File: src/rtl/mult32x32_ctrl_if.sv
// mult32x32_ctrl_if: start request plus the arithmetic-unit control and status signals of the multiplier sequencer
interface mult32x32_ctrl_if;
    logic       start;
    logic [1:0] a_sel;
    logic       b_sel;
    logic [2:0] shift_sel;
    logic       upd_prod;
    logic       clr_prod;
    logic       busy;
    logic       done;
    modport master (
        output start,
        input  a_sel, b_sel, shift_sel, upd_prod, clr_prod, busy, done
    );
    modport slave (
        input  start,
        output a_sel, b_sel, shift_sel, upd_prod, clr_prod, busy, done
    );
endinterface

File: src/rtl/mult32x32_ctrl.sv
// mult32x32_ctrl: sequences 8 byte-by-halfword accumulate steps of a 32x32 multiply from a single start
module mult32x32_ctrl (
    input logic             clk,
    input logic             reset,
    mult32x32_ctrl_if.slave bus
);
    typedef enum logic [1:0] {IDLE, STEP, DONE} state_t;
    state_t     state_q, state_d;
    logic [2:0] k_q, k_d;
    // State and step counter; reset is asynchronous so outputs fall without a clock edge
    always_ff @(posedge clk or negedge reset) begin
        if (!reset) begin
            state_q <= IDLE;
            k_q     <= 3'd0;
        end else begin
            state_q <= state_d;
            k_q     <= k_d;
        end
    end
    // Next state and control decode; clr_prod is Mealy on start so the product clears at the accept edge
    always_comb begin
        state_d       = state_q;
        k_d           = k_q;
        bus.a_sel     = 2'd0;
        bus.b_sel     = 1'b0;
        bus.shift_sel = 3'd0;
        bus.upd_prod  = 1'b0;
        bus.clr_prod  = 1'b0;
        bus.busy      = 1'b0;
        bus.done      = 1'b0;
        case (state_q)
            STEP: begin
                bus.a_sel     = k_q[2:1];
                bus.b_sel     = k_q[0];
                bus.shift_sel = {1'b0, k_q[2:1]} + {1'b0, k_q[0], 1'b0};
                bus.upd_prod  = 1'b1;
                bus.busy      = 1'b1;
                state_d       = (k_q == 3'd7) ? DONE : STEP;
                k_d           = (k_q == 3'd7) ? 3'd0 : k_q + 3'd1;
            end
            DONE: begin
                bus.done     = 1'b1;
                bus.clr_prod = bus.start;
                state_d      = bus.start ? STEP : IDLE;
                k_d          = 3'd0;
            end
            default: begin
                bus.clr_prod = bus.start;
                state_d      = bus.start ? STEP : IDLE;
                k_d          = 3'd0;
            end
        endcase
    end
endmodule

File: src/flat_wrapper.sv
// flat-port wrapper written by rule: the top's interface ports become plain ports
module mult32x32_ctrl_flat 
  (clk, reset, bus_start, bus_a_sel, bus_b_sel, bus_shift_sel, bus_upd_prod, bus_clr_prod, bus_busy, bus_done);
  mult32x32_ctrl_if bus_i ();
  input logic clk;
  input logic reset;
  input wire logic [$bits(bus_i.start)-1:0] bus_start;
  output wire logic [$bits(bus_i.a_sel)-1:0] bus_a_sel;
  output wire logic [$bits(bus_i.b_sel)-1:0] bus_b_sel;
  output wire logic [$bits(bus_i.shift_sel)-1:0] bus_shift_sel;
  output wire logic [$bits(bus_i.upd_prod)-1:0] bus_upd_prod;
  output wire logic [$bits(bus_i.clr_prod)-1:0] bus_clr_prod;
  output wire logic [$bits(bus_i.busy)-1:0] bus_busy;
  output wire logic [$bits(bus_i.done)-1:0] bus_done;
  assign bus_i.start = bus_start;
  assign bus_a_sel = bus_i.a_sel;
  assign bus_b_sel = bus_i.b_sel;
  assign bus_shift_sel = bus_i.shift_sel;
  assign bus_upd_prod = bus_i.upd_prod;
  assign bus_clr_prod = bus_i.clr_prod;
  assign bus_busy = bus_i.busy;
  assign bus_done = bus_i.done;
  mult32x32_ctrl u_core (.clk(clk), .reset(reset), .bus(bus_i));
endmodule
File: config.mk
export PLATFORM = sky130hd
export DESIGN_NAME = mult32x32_ctrl_flat
export DESIGN_NICKNAME = d
export VERILOG_FILES = /design/src/rtl/mult32x32_ctrl_if.sv /design/src/rtl/mult32x32_ctrl.sv /design/src/flat_wrapper.sv
export SDC_FILE = /design/constraint.sdc
export NUM_CORES = 1
export LEC_CHECK = 0
export ABC_CLOCK_PERIOD_IN_PS = 1200
export BUFFER_PORTS_ARGS = -buffer_cell sky130_fd_sc_hd__buf_4
export CAP_MARGIN = 20
export CORE_AREA = 2 2 39 41
export DETAILED_ROUTE_END_ITERATION = 8
export DIE_AREA = 0 0 41 43
export PLACE_DENSITY = 0.51
export SLEW_MARGIN = 25
export SYNTH_ARGS = -nofsm -noshare
export SYNTH_HDL_FRONTEND = slang
export SYNTH_SLANG_ARGS = --single-unit
File: constraint.sdc
create_clock -name clk -period 1.2 [get_ports clk]
set_input_delay 0.18 -clock clk [delete_from_list [all_inputs] [get_ports clk]]
set_output_delay 0.18 -clock clk [all_outputs]
set_load 0.05 [all_outputs]
Word-level counts from Yosys, hierarchy flattened
Cells that the tools add are included.

word-level totals
  register bits after elaboration = 5
  input port bits = 3
  output and inout bits = 10

operators by class
  add/subtract/negate cells = 2
  equal/unequal tests = 3
  mux-type cells = 11

operators by type and width
  operator               number
  $mux W3                3
  $mux W2                3
  $mux W1                5
  $add A2 B2 Y3          1
  $add A3 B1 Y3 const B  1
  $eq A3 B3 Y1 const B   1
  $eq A2 B1 Y1 const B   1
  $eq A2 B2 Y1 const B   1

Logic depth before layout (Yosys ltp)
  depth after elaboration = 3
  gate-level depth with buffers = 4
  gate-level depth less buffers = 3

Worst setup path before layout
Ideal clock, no wire load.

  path kind = register -> output
  start point = reg u_core.state_q[0]
  end point = out bus_clr_prod
  arrival time = 1.297 ns
  data required time = 1.020 ns
  slack = -0.277 ns
  stages on the path, launching flop included = 4
  buffers on the path = 1
  path through = dfrtp_1 -> nor2b_4 -> buf_6 -> nor2_1

between the ends
  longest elaborated chain between the ends = 2

RTL lines
  item                    line                  text
  from (decl)             mult32x32_ctrl.sv:8   state_t state_q, state_d;
  from (signal assigned)  mult32x32_ctrl.sv:16  state_q <= state_d;
  $eq A2 B1 Y1            mult32x32_ctrl.sv:31  case (state_q)
  $mux W1                 mult32x32_ctrl.sv:31
  to (decl)               flat_wrapper.sv:12    output wire logic [$bits(bus_i.clr_prod)-1:0] bus_clr_prod;

Every way passes these cells.

Worst setup path in the final report
  start point = reg u_core.k_q[0]
  end point = out bus_shift_sel[1]

between the ends
  longest elaborated chain between the ends = 2

RTL lines
  item                    line                  text
  from (decl)             mult32x32_ctrl.sv:9   logic [2:0] k_q, k_d;
  from (signal assigned)  mult32x32_ctrl.sv:17  k_q <= k_d;
  $add A2 B2 Y3           mult32x32_ctrl.sv:35  bus.shift_sel = {1'b0, k_q[2:1]} + {1'b0, k_q[0], 1'b0};
  $mux W3                 mult32x32_ctrl.sv:31
  to (decl)               flat_wrapper.sv:10    output wire logic [$bits(bus_i.shift_sel)-1:0] bus_shift_sel;

Every way passes these cells.

==> results.cfg <==
[sta]
period_minus_slack_ns = 1.39
finalWorstSetupSlack_ns = -0.186
finalHoldViolCount = 0
tns_ns = -1.48
timing_max_transition_violations_final = 0
timing.final.setup_violations = 11
tightestPinTransition_ns = 0.177
worst_clock_skew_ns = 0.00365
timing.fmax_mhz = 721
grt_setup_unrepaired = yes
max-slew-margin-rel = 0.882
layout_worst_path_cycle_share = 1.16

[global_route]
wire_length_of_the_first_global_routing_pass_um = 910
first_global_vias = 226
maximum_number_of_pins_on_one_net_before_global_route_repair = 9
grt.overflow.total = 0
grtUsageTotal = 0.0859
grt_antenna_before_repair = 0

[synth]
yosys-mux-area-fraction = 0.0324
syn-num-nets = 33
ys_types = 11
area_fraction_in_and_or_nand_and_nor_cells_after_synthesis = 0.304
main_combinational_cell_family_by_area_after_synthesis = simple AND/OR/NAND/NOR gates
synth.cell_area_um2 = 309
synth.yosys.seq_area_share = 0.405
postSynthRegisterBits = 5
syn_area_per_cell_um2 = 11.9
gate_count_post_synth = 26
synth-adder-area-share = 0.162
synth_compound_area_frac = 0
synth_xor_area_frac = 0
synth_warnings = 0

[cells_and_area]
n_antenna_cell = 0
nets = 55
syn2layout_area_growth_pct = 82.6
ratio_of_cells_with_drive_above_1_in_the_final_layout = 0.723

[worst_setup_path]
crit_path_start_kind = register
cp_cell_sequence = ha_1, and2_4, buf_8
largest_stage_delay_on_the_critical_path_ns = 0.38
worstSetupPathType = register to output port
cp-end-kind = output port
cp.required_ns = 1.02
cp_slowest_cell = sky130_fd_sc_hd__dfrtp_1
critical_path_arrival_ns = 1.21
timing.critical_path.fanout_max = 2

[routing]
via_count_normalized_by_instance_count = 3.86
totalWireLength_um = 601
drtPass1Iterations = 2
drt_drc_violations_left = 0
wire_per_inst_um = 9.54
num_vias = 243
route.antenna.remaining_nets = 0
violation_count_after_the_first_detailed_routing_iteration = 1

[cts]
ctsRootBufferMaster = sky130_fd_sc_hd__clkbuf_4
cts_tree = built
clock_buffers_created_by_tritoncts = 3
clock_insertion_delay_worst_skew_ns = 0.26
cts.clk_slew.worst_paths_ns = 0.05
clock-sinks = 5
cts-htree-levels = 1
cts_max_path_buffers = 2

[place]
buffer_ports.inserted = 12
place_hpwl_um = 452
pre_cts_ws_ns = -0.0140
gp_congestion = 0.767

[hold_path]
min_path_type = primary input to register

[floorplan]
die_width_um = 41
placementRows = 14
num_io_pins = 13
initial_utilization = 0.223
die_height_um = 43
core_region_area_um2 = 1380
die_area_um2 = 1760

[outcome]
status = complete, but fails checks
violations = setup timing

[flow_run]
max_cap_viol_count = 0
-- synthesized netlist by cell type --
library cell              instances  area (um^2)
sky130_fd_sc_hd__buf_4            2         15.0
sky130_fd_sc_hd__nor2_1           1         3.75
sky130_fd_sc_hd__ha_1             4         50.1
sky130_fd_sc_hd__and2b_2          1         8.76
sky130_fd_sc_hd__inv_1            1         3.75
sky130_fd_sc_hd__nor2b_4          1         13.8
sky130_fd_sc_hd__dfrtp_1          5          125
sky130_fd_sc_hd__buf_6            1         11.3
sky130_fd_sc_hd__mux2i_1          1         10.0
sky130_fd_sc_hd__and2_2           8         60.1
sky130_fd_sc_hd__nor3b_1          1         7.51
-- routing by layer --
metal	part of all wire	GRT usage	wire length, um
met1	0.40	0.0852	239
met2	0.47	0.119	282
met3	0.078	0.0314	47
met4	0.052	0.100	31
met5	0	0	0
-- layout make-up --
class	count	area, um^2
inverters	1	3.75
flip-flops and latches	5	125
fillers	134	820
well taps	16	20.0
repair buffers	20	216
multi-input cells	17	173
clock buffers	4	26.3
-- worst max-delay path: cells and delay by family (launching register included) --
family | cells | cell delay [ns]
flip-flops | 1 | 0.38
adder cells (fa/ha/maj) | 1 | 0.29
AND/OR/NAND/NOR | 1 | 0.14
buffers and inverters | 1 | 0.14
-- final timing paths --
| kind | start | end | slack (ns) | depth (start not counted) |
|---|---|---|---|---|
| setup / recovery | u_core.k_q[0] | bus_shift_sel[1] | -0.19 | 3 |
| hold / removal | bus_start | u_core.state_q[0] | 0.20 | 3 |
| setup reg to reg | u_core.k_q[0] | u_core.k_q[2] | -0.02 | 4 |
| hold reg to reg | u_core.k_q[0] | u_core.k_q[0] | 0.57 | 2 |
| max in group asynchronous | reset | u_core.state_q[1] | 0.83 | 2 |
| min in group asynchronous | reset | u_core.k_q[1] | 0.26 | 2 |
-- timing repair --
item	CTS	global route
endpoints found under the hold margin	5	0
pin swaps	1	2
setup buffers	1	3
endpoints found under the setup margin	10	11
hold buffers	1	0
resized for setup	17	4
-- cell usage in the layout (no fill, tap or decap), drive strengths merged --
master and n:
nor3b 1, nor2b 1, nor2 1, dlygate4sd3 1, and2 8, ha 4, mux2i 1, dfrtp 5
buf 19, inv 1, and2b 1, clkbuf 4
-- sequential cells by signal, summed over array words and instances, names as in the netlist --
register        flops
u_core.k_q          3
u_core.state_q      2
-- per-stage QoR --
step	std cells	util	cell area [um^2]	hold slack, ns
floorplan	26	-	329	-0.116
global placement	54	0.303	419	-0.0162
detailed placement	54	0.303	419	-0.0148
CTS	60	0.382	529	0.201
global route	63	0.408	564	0.224
finish	63	0.408	564	0.200
-- kinds of logic (layout without fill, tap and decap cells) --
group,count (synthesis),after routing
adder cells (fa/ha/maj),4,4
buffers and inverters,4,25
flip-flops,5,5
multiplexers,1,1
AND/OR/NAND/NOR,12,12
Power is not shown: default switching activity piles up to over one toggle a cycle in this logic, so the estimate is an artifact.
